<file path="src/rtl/wb_commit_if.sv">
// Writeback/commit port bundle: MEM/WB slot, late-result handshake and register-file write port.
// Carries retire_count when WB_RETIRE_CNT_EN is defined.
interface wb_commit_if #(
    parameter int LATE_DEPTH = 2
);
    localparam int CNT_W = $clog2(LATE_DEPTH + 1);

    logic             in_valid;
    logic             in_reg_write;
    logic [4:0]       in_rd;
    logic [1:0]       in_wb_sel;
    logic [31:0]      in_alu_result;
    logic [31:0]      in_pc4;
    logic [31:0]      in_mem_rdata;
    logic [2:0]       in_funct3;
    logic [1:0]       in_addr_lo;
    logic             late_valid;
    logic [4:0]       late_rd;
    logic [31:0]      late_data;
    logic             late_ready;
    logic             reg_write;
    logic [4:0]       wt_addr;
    logic [31:0]      wt_data;
    logic [CNT_W-1:0] late_count;
`ifdef WB_RETIRE_CNT_EN
    logic [31:0]      retire_count;
`endif

    modport master (
        output in_valid, in_reg_write, in_rd, in_wb_sel, in_alu_result, in_pc4,
               in_mem_rdata, in_funct3, in_addr_lo, late_valid, late_rd, late_data,
        input  late_ready, reg_write, wt_addr, wt_data, late_count
`ifdef WB_RETIRE_CNT_EN
        , input retire_count
`endif
    );

    modport slave (
        input  in_valid, in_reg_write, in_rd, in_wb_sel, in_alu_result, in_pc4,
               in_mem_rdata, in_funct3, in_addr_lo, late_valid, late_rd, late_data,
        output late_ready, reg_write, wt_addr, wt_data, late_count
`ifdef WB_RETIRE_CNT_EN
        , output retire_count
`endif
    );
endinterface

</file>
<file path="src/rtl/wb_commit.sv">
// Writeback/commit stage: load extraction plus arbitration of the single RF write port between
// the in-order slot and a small late-result FIFO. Optional retire counter under WB_RETIRE_CNT_EN.
module wb_commit #(
    parameter int LATE_DEPTH = 2
) (
    input  logic      clk,
    input  logic      rst,
    wb_commit_if.slave bus
);
    localparam int CNT_W = $clog2(LATE_DEPTH + 1);
    localparam int PTR_W = (LATE_DEPTH > 1) ? $clog2(LATE_DEPTH) : 1;

    logic [4:0]       q_rd   [LATE_DEPTH];
    logic [31:0]      q_data [LATE_DEPTH];
    logic [PTR_W-1:0] wr_ptr, rd_ptr;
    logic [CNT_W-1:0] count;
    logic             pipe_wr, push, pop;
    logic [7:0]       byte_v;
    logic [15:0]      half_v;
    logic [31:0]      load_v, sel_v;

    function automatic logic [PTR_W-1:0] ptr_nxt(input logic [PTR_W-1:0] p);
        return (p == PTR_W'(LATE_DEPTH - 1)) ? '0 : p + 1'b1;
    endfunction

    assign pipe_wr = bus.in_valid & bus.in_reg_write & (bus.in_rd != 5'd0);
    assign bus.late_ready = (count < CNT_W'(LATE_DEPTH));
    assign bus.late_count = count;
    // rd=0 late results are consumed by the handshake but never stored.
    assign push = bus.late_valid & bus.late_ready & (bus.late_rd != 5'd0);
    assign pop  = ~pipe_wr & (count != '0);

    always_comb begin
        byte_v = bus.in_mem_rdata[{bus.in_addr_lo, 3'b000} +: 8];
        half_v = bus.in_addr_lo[1] ? bus.in_mem_rdata[31:16] : bus.in_mem_rdata[15:0];
        case (bus.in_funct3)
            3'b000:  load_v = {{24{byte_v[7]}}, byte_v};
            3'b001:  load_v = {{16{half_v[15]}}, half_v};
            3'b100:  load_v = {24'd0, byte_v};
            3'b101:  load_v = {16'd0, half_v};
            default: load_v = bus.in_mem_rdata;
        endcase
        case (bus.in_wb_sel)
            2'd1:    sel_v = load_v;
            2'd2:    sel_v = bus.in_pc4;
            default: sel_v = bus.in_alu_result;
        endcase
    end

    always_ff @(posedge clk) begin
        if (push) begin
            q_rd[wr_ptr]   <= bus.late_rd;
            q_data[wr_ptr] <= bus.late_data;
        end
    end

    always_ff @(posedge clk) begin
        if (rst) begin
            wr_ptr        <= '0;
            rd_ptr        <= '0;
            count         <= '0;
            bus.reg_write <= 1'b0;
            bus.wt_addr   <= 5'd0;
            bus.wt_data   <= 32'd0;
        end else begin
            if (push) wr_ptr <= ptr_nxt(wr_ptr);
            if (pop)  rd_ptr <= ptr_nxt(rd_ptr);
            case ({push, pop})
                2'b10:   count <= count + CNT_W'(1);
                2'b01:   count <= count - CNT_W'(1);
                default: count <= count;
            endcase
            // Address/data hold on idle cycles; only the enable drops.
            if (pipe_wr) begin
                bus.reg_write <= 1'b1;
                bus.wt_addr   <= bus.in_rd;
                bus.wt_data   <= sel_v;
            end else if (pop) begin
                bus.reg_write <= 1'b1;
                bus.wt_addr   <= q_rd[rd_ptr];
                bus.wt_data   <= q_data[rd_ptr];
            end else begin
                bus.reg_write <= 1'b0;
            end
        end
    end

`ifdef WB_RETIRE_CNT_EN
    always_ff @(posedge clk) begin
        if (rst)               bus.retire_count <= 32'd0;
        else if (bus.in_valid) bus.retire_count <= bus.retire_count + 32'd1;
    end
`endif
endmodule

</file>
<file path="src/flat_wrapper.sv">
// flat-port wrapper written by rule: the top's interface ports become plain ports
module wb_commit_flat 
#(
    parameter int LATE_DEPTH = 2
)
  (clk, rst, bus_in_valid, bus_in_reg_write, bus_in_rd, bus_in_wb_sel, bus_in_alu_result, bus_in_pc4, bus_in_mem_rdata, bus_in_funct3, bus_in_addr_lo, bus_late_valid, bus_late_rd, bus_late_data, bus_late_ready, bus_reg_write, bus_wt_addr, bus_wt_data, bus_late_count);
  wb_commit_if #(.LATE_DEPTH(LATE_DEPTH)) bus_i ();
  input  logic clk;
  input  logic rst;
  input wire logic [$bits(bus_i.in_valid)-1:0] bus_in_valid;
  input wire logic [$bits(bus_i.in_reg_write)-1:0] bus_in_reg_write;
  input wire logic [$bits(bus_i.in_rd)-1:0] bus_in_rd;
  input wire logic [$bits(bus_i.in_wb_sel)-1:0] bus_in_wb_sel;
  input wire logic [$bits(bus_i.in_alu_result)-1:0] bus_in_alu_result;
  input wire logic [$bits(bus_i.in_pc4)-1:0] bus_in_pc4;
  input wire logic [$bits(bus_i.in_mem_rdata)-1:0] bus_in_mem_rdata;
  input wire logic [$bits(bus_i.in_funct3)-1:0] bus_in_funct3;
  input wire logic [$bits(bus_i.in_addr_lo)-1:0] bus_in_addr_lo;
  input wire logic [$bits(bus_i.late_valid)-1:0] bus_late_valid;
  input wire logic [$bits(bus_i.late_rd)-1:0] bus_late_rd;
  input wire logic [$bits(bus_i.late_data)-1:0] bus_late_data;
  output wire logic [$bits(bus_i.late_ready)-1:0] bus_late_ready;
  output wire logic [$bits(bus_i.reg_write)-1:0] bus_reg_write;
  output wire logic [$bits(bus_i.wt_addr)-1:0] bus_wt_addr;
  output wire logic [$bits(bus_i.wt_data)-1:0] bus_wt_data;
  output wire logic [$bits(bus_i.late_count)-1:0] bus_late_count;
  assign bus_i.in_valid = bus_in_valid;
  assign bus_i.in_reg_write = bus_in_reg_write;
  assign bus_i.in_rd = bus_in_rd;
  assign bus_i.in_wb_sel = bus_in_wb_sel;
  assign bus_i.in_alu_result = bus_in_alu_result;
  assign bus_i.in_pc4 = bus_in_pc4;
  assign bus_i.in_mem_rdata = bus_in_mem_rdata;
  assign bus_i.in_funct3 = bus_in_funct3;
  assign bus_i.in_addr_lo = bus_in_addr_lo;
  assign bus_i.late_valid = bus_late_valid;
  assign bus_i.late_rd = bus_late_rd;
  assign bus_i.late_data = bus_late_data;
  assign bus_late_ready = bus_i.late_ready;
  assign bus_reg_write = bus_i.reg_write;
  assign bus_wt_addr = bus_i.wt_addr;
  assign bus_wt_data = bus_i.wt_data;
  assign bus_late_count = bus_i.late_count;
  wb_commit #(.LATE_DEPTH(LATE_DEPTH)) u_core (.clk(clk), .rst(rst), .bus(bus_i));
endmodule
</file>
<file path="config.mk">
export PLATFORM = sky130hd
export DESIGN_NAME = wb_commit_flat
export DESIGN_NICKNAME = d
export VERILOG_FILES = /design/src/rtl/wb_commit_if.sv /design/src/rtl/wb_commit.sv /design/src/flat_wrapper.sv
export SDC_FILE = /design/constraint.sdc
export NUM_CORES = 1
export LEC_CHECK = 0
export CELL_PAD_IN_SITES_DETAIL_PLACEMENT = 1
export CELL_PAD_IN_SITES_GLOBAL_PLACEMENT = 1
export CORE_ASPECT_RATIO = 1.2
export CORE_MARGIN = 3
export CORE_UTILIZATION = 32
export DETAILED_ROUTE_END_ITERATION = 8
export PLACE_DENSITY_LB_ADDON = 0.1
export SYNTH_ARGS = -nofsm -noshare
export SYNTH_HDL_FRONTEND = slang
export SYNTH_SLANG_ARGS = --single-unit
export TNS_END_PERCENT = 1
</file>
<file path="constraint.sdc">
create_clock -name clk -period 2.8 [get_ports clk]
set_clock_uncertainty 0.2 [all_clocks]
set_input_delay 0.56 -clock clk [delete_from_list [all_inputs] [get_ports clk]]
set_output_delay 0.56 -clock clk [all_outputs]
set_load 0.02 [all_outputs]
</file>
==> run_results.csv, run 1 <==
group,metric,value,unit
run_status,status,"finished, final reports clean",
cts,cts_made_buffers,17,
hold_path,hold_path_class,"flop to flop",
global_routing,grt_remaining_overflow,0,
critical_path,critPathKind,"primary input to flop",
final_layout,drive_above_1_share,0.118,
floorplan,die_y,156,µm
global_routing,grt_pass1_wl,33800,µm
critical_path,critPathRequiredTime,2620,ps
detailed_routing,first_pass_iters,5,
floorplan,core.rowCount,54,
critical_path,worstPathCellList,"clkdlybuf4s50_1 > or4_1 > o211ai_1 > buf_4 > nor2_4",
timing,final_hold_viol_count,0,
timing,whs,325,ps
cts,cts_resized,0,
synth,syn_area_per_cell,10.7,µm²
detailed_routing,drt-initial-drc-count,281,
placed_design,dpl.hpwl,16700,µm
timing,worst_slew_pin_slew,1230,ps
cts,path_clk_slew,50,ps
timing,setup_slack,207,ps
global_routing,grt_antenna_before_repair,0,
final_layout,layout_commonest_cell,"clkdlybuf4s50_1",
final_layout,nets,920,
final_layout,final_cell_area,8980,µm²
floorplan,core_area,18200,µm²
critical_path,crit_slowest_cell,"nor2_4",
detailed_routing,postRouteAntennaNets,0,
job,max-cap-violations,0,
detailed_routing,wl,22300,µm
final_layout,seqCellArea,3080,µm²
timing,fin_crit,2590,ps
cts,holdBufCountCts,0,
timing,fmax,0.386,GHz
placed_design,pre_cts_slack,-292,ps
critical_path,path_delay_family,"simple AND/OR/NAND/NOR gates",
timing,period_share,0.926,
detailed_routing,dr_total_vias,5545,
detailed_routing,drc,0,
cts,clk_path_buf_depth,2,
placed_design,place.port_buffers,190,
synth,synthesis.nets,710,
synth,yosys_warnings,0,
critical_path,startpoint_type,"primary input",
synth,postSynth.asyncResetShare,0,
synth,synth_cell_type_count,52,
cts,h-tree-depth,4,
final_layout,diodes,0,
synth,ys_seq_elements,117,
timing,relSlewSlack,0.179,
global_routing,grt_use_total,0.219,
power_and_ir_drop,ir_drop,1020,µV
final_layout,final_cell_mix,"clkdlybuf4s50_1, edfxtp_1, nand2_1",
critical_path,crit_path_max_fanout,37,
power_and_ir_drop,leakage,3.11,nW
global_routing,grt_pass1_vias,6064,
floorplan,die_area,20300,µm²
critical_path,worstSetupEndpointType,"flop",
synth,yosysSeqAreaShare,0.516,
floorplan,ios,191,
critical_path,cp.buffers_inverters,2,
global_routing,grt_max_degree,42,
cts,cts.sinks,117,
floorplan,start_util,0.327,
synth,synth_area,5970,µm²
synth,netlist_instances,557,
synth,synthFlopType,"edfxtp_1",
detailed_routing,wire_per_inst,22.3,µm
timing,setup_violations,0,
cts,cts_root_buf,"clkbuf_16",
critical_path,max_stage_delay,920,ps
final_layout,num-fill-cells,1985,
placed_design,place_area,8380,µm²
timing,tns,0,ps
cts,postCtsSetupRepairBufs,0,
critical_path,crit_arrival,2420,ps
cts,cts_tree,"built",
floorplan,die_w,131,µm
timing,grt_setup_unrepaired,"false",
placed_design,gp_congestion,0.909,
timing,drv_slew,0,
synth,synth-edff-count,74,
final_layout,multi_input_area,2640,µm²
power_and_ir_drop,power_density,851,nW/µm²
cts,clk_latency,420,ps
detailed_routing,vias_per_cell,5.52,
final_layout,syn2layout_area_growth,50.4,%
## where the power goes
group | internal, W | switching [W] | total, W
registers | 0.00234 | 0.000244 | 0.00258
clock network | 0.00141 | 0.000848 | 0.00225
logic | 0.00126 | 0.00155 | 0.00281
## final timing paths
path / start / endpoint / slack [ps] / cells after the start
setup / recovery: bus_late_rd[0] / u_core.q_data[0][23] / 210 / 5
hold / removal: u_core.rd_ptr / flop / 320 / 2
setup reg to reg: u_core.bus.late_count[1] / u_core.q_data[0][23] / 550 / 4
hold reg to reg: u_core.rd_ptr / flop / 320 / 2
## final cells by class
cell class	instances	area share
Clock inverter	15	0.0202
Sequential cell	117	0.343
Tap cell	224	0.0312
Multi-Input combinational cell	381	0.293
Timing Repair Buffer	241	0.261
Inverter	9	0.00376
Clock buffer	17	0.0474
## per-stage QoR
| stage | power, W | utilization | instances |
|---|---|---|---|
| 6_report | 0.00764 | 0.492 | 1004 |
| 5_1_grt | 0.00807 | 0.492 | 1004 |
| 4_1_cts | 0.00773 | 0.492 | 1004 |
| 3_5_place_dp | 0.00544 | 0.459 | 972 |
| 3_3_place_gp | 0.00534 | 0.459 | 972 |
| 2_1_floorplan | 0.00415 | - | 557 |
## per-layer routing
layer  wire (µm)  GRT usage
met5           0          0
met2       10900      0.359
met4         354     0.0622
met3        1190     0.0425
met1        9870      0.294
## flip-flops by register name (all words and copies together), names as in the netlist, named ones only
| signal | count |
|---|---|
| u_core.q_data | 64 |
| u_core.bus.wt_data | 32 |
| u_core.q_rd | 10 |
| u_core.bus.wt_addr | 5 |
| u_core.bus.late_count | 2 |
| u_core.bus.reg_write | 1 |
| u_core.rd_ptr | 1 |
| u_core.wr_ptr | 1 |
## cells in the mapped netlist, types with 3 or more instances
master | n | area [µm²]
o22a_1 | 4 | 35.0
buf_6 | 4 | 45.0
a311oi_1 | 8 | 70.1
o221ai_1 | 8 | 70.1
a21boi_0 | 4 | 30.0
a32oi_1 | 3 | 26.3
nand2_1 | 67 | 251
o22ai_1 | 3 | 18.8
dfxtp_1 | 43 | 861
ha_1 | 3 | 37.5
buf_2 | 14 | 70.1
or3_1 | 6 | 37.5
o21ai_0 | 21 | 105
o211ai_1 | 14 | 105
a221oi_1 | 34 | 298
buf_1 | 6 | 22.5
nor3_1 | 7 | 35.0
nand2b_1 | 28 | 175
a2111oi_1 | 3 | 30.0
nor2b_1 | 6 | 37.5
nand3_1 | 9 | 45.0
o2111ai_1 | 22 | 193
inv_1 | 8 | 30.0
mux2i_1 | 44 | 440
nor3b_1 | 4 | 30.0
o41ai_1 | 8 | 70.1
a21oi_1 | 27 | 135
edfxtp_1 | 74 | 2220
nand3b_1 | 4 | 30.0
nor2_1 | 17 | 63.8
o31a_1 | 4 | 35.0
clkbuf_1 | 26 | 97.6
## tightest hold or removal path: stages, from the launching register on
cell and delay (ps):
dfxtp_1 300, o21ai_0 100, a21oi_1 70
## logic make-up (layout without fill, tap and decap cells)
| kind of cell | Yosys count | in the layout | share of synthesized area |
|---|---|---|---|
| AO/OA/AOI/OAI | 176 | 176 | 0.226 |
| XOR/XNOR | 3 | 3 | 0.00440 |
| adder cells (fa/ha/maj) | 3 | 3 | 0.00628 |
| buffers and inverters | 59 | 282 | 0.0450 |
| flip-flops | 117 | 117 | 0.516 |
| multiplexers | 44 | 44 | 0.0737 |
| AND/OR/NAND/NOR | 155 | 155 | 0.128 |
Power figures use the tool's default switching activity.
==> inputs of run 2 (changes only) <==
- HOLD_SLACK_MARGIN: unset -> 0.02
==> results of run 2 <==
Final layout, timing and power as in run 1 (identical DEF).
